--- src/rtl/alu_pkg.sv ---
// ---------------------------------------------------------------------------
// alu_pkg
// Shared definitions for the ALU request arbiter:
//   - ALU control encodings (3'b011 is unused by the ALU and yields 0)
//   - arbiter FSM state encoding
//   - grant counter width and a pointer-width helper
// ---------------------------------------------------------------------------
package alu_pkg;

  localparam logic [2:0] ALU_ADD = 3'b000;
  localparam logic [2:0] ALU_SLL = 3'b001;
  localparam logic [2:0] ALU_SUB = 3'b010;
  localparam logic [2:0] ALU_XOR = 3'b100;
  localparam logic [2:0] ALU_SRL = 3'b101;
  localparam logic [2:0] ALU_OR  = 3'b110;
  localparam logic [2:0] ALU_AND = 3'b111;

  typedef enum logic [1:0] {
    IDLE = 2'd0,
    EXEC = 2'd1,
    RESP = 2'd2
  } arb_state_e;

  // Width of each per-requester saturating grant counter.
  localparam int CNT_W = 16;

  // Width of a requester index; at least one bit even for a single requester.
  function automatic int ptr_w(input int n);
    return (n > 1) ? $clog2(n) : 1;
  endfunction

endpackage

--- src/rtl/rr_pick.sv ---
// ---------------------------------------------------------------------------
// rr_pick
// Combinational round-robin picker. Scans req starting at rr_ptr and wrapping
// modulo NREQ; the first set bit wins.
// Ports:
//   req        in   NREQ  request vector
//   rr_ptr     in   PW    index with highest priority this cycle
//   grant      out  NREQ  one-hot winner (0 when no request)
//   grant_idx  out  PW    binary index of the winner (0 when no request)
// ---------------------------------------------------------------------------
module rr_pick
  import alu_pkg::*;
#(
  parameter int NREQ = 2,
  parameter int PW   = ptr_w(NREQ)
) (
  input  logic [NREQ-1:0] req,
  input  logic [PW-1:0]   rr_ptr,
  output logic [NREQ-1:0] grant,
  output logic [PW-1:0]   grant_idx
);

  always_comb begin
    // NOTE: every output of a combinational block gets a default first, so no
    // path through the block can leave a value unassigned and infer a latch.
    grant     = '0;
    grant_idx = '0;
    // Walk offsets from farthest to nearest; later hits overwrite earlier
    // ones, so the set bit closest to rr_ptr ends up as the winner.
    for (int off = NREQ - 1; off >= 0; off--) begin
      for (int j = 0; j < NREQ; j++) begin
        if ((j == (int'(rr_ptr) + off) % NREQ) && req[j]) begin
          grant     = '0;
          grant[j]  = 1'b1;
          grant_idx = PW'(j);
        end
      end
    end
  end

endmodule

--- src/rtl/alu_req_arbiter.sv ---
// ---------------------------------------------------------------------------
// alu_req_arbiter
// Shares one combinational ALU between NREQ requesters. Round-robin grant,
// one transaction in flight: IDLE (accept) -> EXEC (ALU evaluates latched
// operands) -> RESP (hold result until the owner takes it).
// Ports:
//   clk, rst_n                 clock, asynchronous active-low reset
//   req_valid/req_ready        per-requester handshake (ready is one-hot)
//   req_a/req_b/req_op         packed per-requester operands and ALU control
//   rsp_valid/rsp_ready        per-requester response handshake
//   rsp_result/zero/sign       registered ALU result and flags
//   alu_a/alu_b/alu_ctrl       registered ALU drive
//   alu_result/zero/sign       ALU outputs
// Optional (macro ALU_ARB_STATS_EN):
//   stats_clr                  synchronous clear of the grant counters
//   grant_cnt                  NREQ x 16-bit saturating grant counters
// ---------------------------------------------------------------------------
module alu_req_arbiter
  import alu_pkg::*;
#(
  parameter int NREQ = 2,
  parameter int DW   = 32,
  parameter int OPW  = 3
) (
  input  logic                clk,
  input  logic                rst_n,
  input  logic [NREQ-1:0]     req_valid,
  output logic [NREQ-1:0]     req_ready,
  input  logic [NREQ*DW-1:0]  req_a,
  input  logic [NREQ*DW-1:0]  req_b,
  input  logic [NREQ*OPW-1:0] req_op,
  output logic [NREQ-1:0]     rsp_valid,
  input  logic [NREQ-1:0]     rsp_ready,
  output logic [DW-1:0]       rsp_result,
  output logic                rsp_zero,
  output logic                rsp_sign,
  output logic [DW-1:0]       alu_a,
  output logic [DW-1:0]       alu_b,
  output logic [OPW-1:0]      alu_ctrl,
  input  logic [DW-1:0]       alu_result,
  input  logic                alu_zero,
  input  logic                alu_sign
`ifdef ALU_ARB_STATS_EN
  ,
  input  logic                stats_clr,
  output logic [NREQ*CNT_W-1:0] grant_cnt
`endif
);

  localparam int PW = ptr_w(NREQ);

  arb_state_e     state_q, state_d;
  logic [PW-1:0]  rr_ptr_q, rr_ptr_d;
  logic [PW-1:0]  owner_q, owner_d;
  logic [DW-1:0]  a_q, a_d, b_q, b_d;
  logic [OPW-1:0] op_q, op_d;
  logic [DW-1:0]  result_q, result_d;
  logic           zero_q, zero_d, sign_q, sign_d;

  logic [NREQ-1:0] pick_grant;
  logic [PW-1:0]   pick_idx;
  logic [DW-1:0]   sel_a, sel_b;
  logic [OPW-1:0]  sel_op;

  rr_pick #(.NREQ(NREQ), .PW(PW)) u_pick (
    .req       (req_valid),
    .rr_ptr    (rr_ptr_q),
    .grant     (pick_grant),
    .grant_idx (pick_idx)
  );

  // Operand mux driven by the one-hot grant.
  always_comb begin
    sel_a  = '0;
    sel_b  = '0;
    sel_op = '0;
    for (int i = 0; i < NREQ; i++) begin
      if (pick_grant[i]) begin
        sel_a  = req_a[i*DW +: DW];
        sel_b  = req_b[i*DW +: DW];
        sel_op = req_op[i*OPW +: OPW];
      end
    end
  end

  always_comb begin
    state_d   = state_q;
    rr_ptr_d  = rr_ptr_q;
    owner_d   = owner_q;
    a_d       = a_q;
    b_d       = b_q;
    op_d      = op_q;
    result_d  = result_q;
    zero_d    = zero_q;
    sign_d    = sign_q;
    req_ready = '0;
    rsp_valid = '0;
    unique case (state_q)
      IDLE: begin
        // The grant is qualified with rst_n so req_ready stays 0 while reset
        // is held, even though the picker is purely combinational.
        if (rst_n && (|req_valid)) begin
          req_ready = pick_grant;
          owner_d   = pick_idx;
          a_d       = sel_a;
          b_d       = sel_b;
          op_d      = sel_op;
          state_d   = EXEC;
        end
      end
      EXEC: begin
        result_d = alu_result;
        zero_d   = alu_zero;
        sign_d   = alu_sign;
        state_d  = RESP;
      end
      RESP: begin
        rsp_valid[owner_q] = 1'b1;
        // Only the owner's rsp_ready can complete the response.
        if (rsp_ready[owner_q]) begin
          rr_ptr_d = (owner_q == PW'(NREQ - 1)) ? '0 : owner_q + PW'(1);
          state_d  = IDLE;
        end
      end
      default: state_d = IDLE;
    endcase
  end

  always_ff @(posedge clk or negedge rst_n) begin
    // NOTE: the operand and result registers are reset along with the
    // control state, because the ALU drive and response outputs must read 0
    // out of reset.
    if (!rst_n) begin
      state_q  <= IDLE;
      rr_ptr_q <= '0;
      owner_q  <= '0;
      a_q      <= '0;
      b_q      <= '0;
      op_q     <= '0;
      result_q <= '0;
      zero_q   <= 1'b0;
      sign_q   <= 1'b0;
    end else begin
      // NOTE: clocked state uses non-blocking assignments only, so every flop
      // samples the pre-edge value of its _d regardless of statement order.
      state_q  <= state_d;
      rr_ptr_q <= rr_ptr_d;
      owner_q  <= owner_d;
      a_q      <= a_d;
      b_q      <= b_d;
      op_q     <= op_d;
      result_q <= result_d;
      zero_q   <= zero_d;
      sign_q   <= sign_d;
    end
  end

  // ALU drive comes only from the latched registers, so it never follows the
  // requester inputs outside EXEC.
  assign alu_a      = a_q;
  assign alu_b      = b_q;
  assign alu_ctrl   = op_q;
  assign rsp_result = result_q;
  assign rsp_zero   = zero_q;
  assign rsp_sign   = sign_q;

`ifdef ALU_ARB_STATS_EN
  logic [NREQ-1:0][CNT_W-1:0] cnt_q, cnt_d;

  // Clear wins over a same-cycle increment; counters stick at all-ones.
  always_comb begin
    cnt_d = cnt_q;
    for (int i = 0; i < NREQ; i++) begin
      if (stats_clr) begin
        cnt_d[i] = '0;
      end else if (req_ready[i] && (cnt_q[i] != '1)) begin
        cnt_d[i] = cnt_q[i] + CNT_W'(1);
      end
    end
  end

  always_ff @(posedge clk or negedge rst_n) begin
    if (!rst_n) begin
      cnt_q <= '0;
    end else begin
      cnt_q <= cnt_d;
    end
  end

  assign grant_cnt = cnt_q;
`endif

endmodule

--- config.mk ---
export PLATFORM = sky130hd
export DESIGN_NAME = alu_req_arbiter
export DESIGN_NICKNAME = d
export VERILOG_FILES = /design/src/rtl/alu_pkg.sv /design/src/rtl/rr_pick.sv /design/src/rtl/alu_req_arbiter.sv
export SDC_FILE = /design/constraint.sdc
export NUM_CORES = 1
export LEC_CHECK = 0
export ABC_AREA = 1
export BUFFER_PORTS_ARGS = -buffer_cell sky130_fd_sc_hd__buf_2
export CAP_MARGIN = 20
export CORE_MARGIN = 5
export CORE_UTILIZATION = 40
export CTS_CLUSTER_DIAMETER = 80
export DETAILED_ROUTE_END_ITERATION = 7
export PLACE_DENSITY = 0.73
export SYNTH_ARGS = -nofsm -noshare
export SYNTH_HDL_FRONTEND = slang
export SYNTH_SLANG_ARGS = --single-unit
--- constraint.sdc ---
create_clock -name clk -period 1.6 [get_ports clk]
set_input_delay 0.16 -clock clk [delete_from_list [all_inputs] [get_ports clk]]
set_output_delay 0.16 -clock clk [all_outputs]
set_load 0.05 [all_outputs]
==> impl_metrics.csv <==
group,metric,value,unit
outcome,status,"finished clean",
hold_path,min_to,"rsp_result[21]",
logic_synthesis,synthTopCellsByArea,"dfrtp_1 (51%), nand2_1 (25%), nand3_1 (16%), buf_2 (2.7%), buf_4 (1.2%)",
worst_setup_path,cp-startpoint,"state_q[1]",
timing,fin_tns_setup,0,ns
logic_synthesis,ys_ff_latch,105,
logic_synthesis,yosysSeqAreaShare,50.82,%
floorplan,ios,279,
worst_setup_path,worstRegToRegCells,6,
global_route,grt_pass1_vias,5144,
detailed_routing,viasPerCell,4.831,
floorplan,initial_core_util,40.80,%
final_layout,fin_util,56.01,%
placed_design,gp_congestion,0.8369,
final_layout,layout-drive-gt1-share,34.24,%
clock_tree,h-tree-depth,3,
final_layout,syn_to_final_growth,37.27,%
worst_setup_path,critPathLaunchType,"register",
floorplan,dieArea,15300,sq um
worst_setup_path,cpMaxStageDelayCell,"dfrtp_1",
logic_synthesis,synth.distinct_cells,15,
logic_synthesis,synth_top_area_share,50.82,%
detailed_routing,vias,5464,
global_route,grt_max_degree,106,
timing,maxSlewViolCount,0,
logic_synthesis,syn_area_per_cell,7.450,sq um
timing,rsz0062_at_grt,"true",
final_layout,fillers,1277,
clock_tree,cts.sinks,105,
timing,clock_skew,0.007766,ns
detailed_routing,drc,0,
logic_synthesis,synthFlopType,"dfrtp_1",
global_route,grt_pass1_wl,25340,um
timing,period_minus_slack,1.541,ns
clock_tree,clk_pin_slew,0.07,ns
clock_tree,insertion_delay,0.35,ns
hold_path,hold_path_depth,3,
logic_synthesis,synth_area,5170,sq um
worst_setup_path,cp-end-kind,"primary output",
timing,hold_violations,0,
floorplan,die_x,123.7,um
global_route,grt_antenna_before_repair,2,
floorplan,coreArea,12670,sq um
detailed_routing,wl,16510,um
global_route,grt.total_usage,21.10,%
worst_setup_path,rr_endpoint,"rsp_result[15]",
detailed_routing,dr.pass1.iters,5,
logic_synthesis,synth_area_leader_cell,"dfrtp_1",
clock_tree,cts_buffer_depth,2,
worst_setup_path,rrSetupSlack,0.23,ns
power_and_ir_drop,power_density,2323,nW/um^2
worst_setup_path,cp.required,1.44,ns
timing,maxSlewHeadroom,63.67,%
hold_path,hp-class,"input pin to register",
clock_tree,cts_root_buf,"clkbuf_16",
logic_synthesis,synthArstFlopShare,100.0,%
power_and_ir_drop,leakage,0.004286,uW
timing,timing.final.ws_setup,0.05852,ns
floorplan,die_height,123.7,um
placed_design,dp_hpwl,12300,um
logic_synthesis,synth_common_cells,"nand2_1 (349), nand3_1 (168), dfrtp_1 (105)",
worst_setup_path,critPathArrivalTime,1.38,ns
job,max-cap-violations,0,
logic_synthesis,synth_most_common_cell,"nand2_1",
final_layout,final_nets,1127,
placed_design,io_buffers,278,
logic_synthesis,synth_cells,694,
worst_setup_path,critPathKind,"register to primary output",
logic_synthesis,synth-edff-count,0,
global_route,grt.overflow.total,0,
timing,finalSetupViolations,0,
floorplan,rows,41,
clock_tree,cts_tree,"built",
detailed_routing,drt_iter0_markers,420,
worst_setup_path,slowest_delay,0.41,ns
power_and_ir_drop,ir_worst_vdd,1081,uV
timing,max_freq,0.6487,GHz
timing,post-route-period-util,96.34,%
logic_synthesis,yosysWarningCount,0,
logic_synthesis,synth_fp_nets,868,
worst_setup_path,crit_chain,"inv_2 -> nor2_1 -> inv_1 -> nor2_2 -> buf_6",
worst_setup_path,r2r_start,"state_q[0]",
detailed_routing,wl_per_cell,14.60,um
clock_tree,cts_buffers,9,
timing,worstMarginPinSlew,0.5450,ns
placed_design,pre_cts_ws,0.2028,ns
worst_setup_path,path_max_fanout,8,
detailed_routing,ant_nets,0,
hold_path,hold_start,"alu_result[21]",
## cells in the final DEF, fill, tap and decap left out
cell and instances:
buf_12 5, buf_2 273, buf_4 19, buf_6 4
bufinv_16 2, clkbuf_1 2, clkbuf_16 9, clkbuf_8 1
clkinv_4 1, clkinvlp_4 1, dfrtp_1 105, diode_2 1
dlygate4sd3_1 1, inv_1 4, inv_2 3, nand2_1 346
nand2_2 4, nand3_1 168, nand3_2 1, nor2_1 2
nor2_2 2, nor2_4 3, o21ai_0 2
## worst max path at each step
stage	end	slack, ns	depth (start not counted)
3_5_place_dp	rsp_result[18]	0.20	5
3_3_place_gp	rsp_result[2]	0.26	5
5_1_grt	req_ready[0]	-0.04	4
6_report	rsp_valid[1]	0.06	5
4_1_cts	req_ready[1]	0.008	6
2_1_floorplan	rsp_valid[0]	0.12	4
## registers in the layout (all words and copies together) (netlist names)
name and count:
rsp_sign 1, owner_q 1, rsp_zero 1, alu_b 32, rsp_result 32, rr_ptr_q 1, state_q 2, alu_ctrl 3
alu_a 32
## layout make-up
cell class                      count  area (sq um)  share of cell area [%]
Clock buffer                       12         246.5                   3.473
Timing Repair Buffer              302          1664                   23.45
Clock inverter                      4         76.32                   1.075
Antenna cell                        1         2.502                 0.03526
Inverter                            7         26.28                  0.3702
Tap cell                          172         215.2                   3.032
Sequential cell                   105          2628                   37.02
Multi-Input combinational cell    528          2238                   31.54
## power by group
group / switching, uW / leakage (uW) / total, uW / internal, uW
clock network: 976 / 0.000153 / 2390 / 1420
registers: 743 / 0.00133 / 4720 / 3970
logic: 7250 / 0.00280 / 9370 / 2120
total: 8970 / 0.00429 / 16500 / 7510
## timing repair
action | in CTS | in global routing
cloned | 0 | 0
pin swaps | 1 | 2
hold endpoints to repair | 105 | 0
gates resized for setup | 7 | 4
setup endpoints to repair | 4 | 5
hold buffers | 1 | 0
buffers inserted | 2 | 0
## per-stage QoR
step / hold slack (ns) / area [sq um] / power, uW / std cells
2_1_floorplan: -0.1356 / 5172 / 11630 / 694
3_3_place_gp: 0.3440 / 6714 / 14030 / 1111
3_5_place_dp: 0.3522 / 6714 / 14150 / 1111
4_1_cts: 0.02475 / 7082 / 16640 / 1130
5_1_grt: 0.03244 / 7097 / 17440 / 1131
6_report: 0.03759 / 7097 / 16480 / 1131
## routing by layer
metal | routed length, um | vias to the layer above | global-route usage [%] | share of wire (%)
met1 | 6379 | 2488 | 25.62 | 39
li1 | - | 2721 | - | -
met4 | 246 | 2 | 4.706 | 1.5
met3 | 1574 | 20 | 7.357 | 9.5
met5 | 11 | - | 0 | 0.067
met2 | 8295 | 233 | 36.16 | 50
## cell families after synthesis
logic type / synth area share [%]
AND/OR/NAND/NOR: 42.86
flip-flops: 50.82
buffers and inverters: 6.123
AO/OA/AOI/OAI: 0.1936
## critical path: cells and delay by family (launching register included)
family	cells	cell delay, ns
flip-flops	1	0.41
buffers and inverters	3	0.37
AND/OR/NAND/NOR	2	0.26
Note: power is estimated with default switching activity, not from simulation.
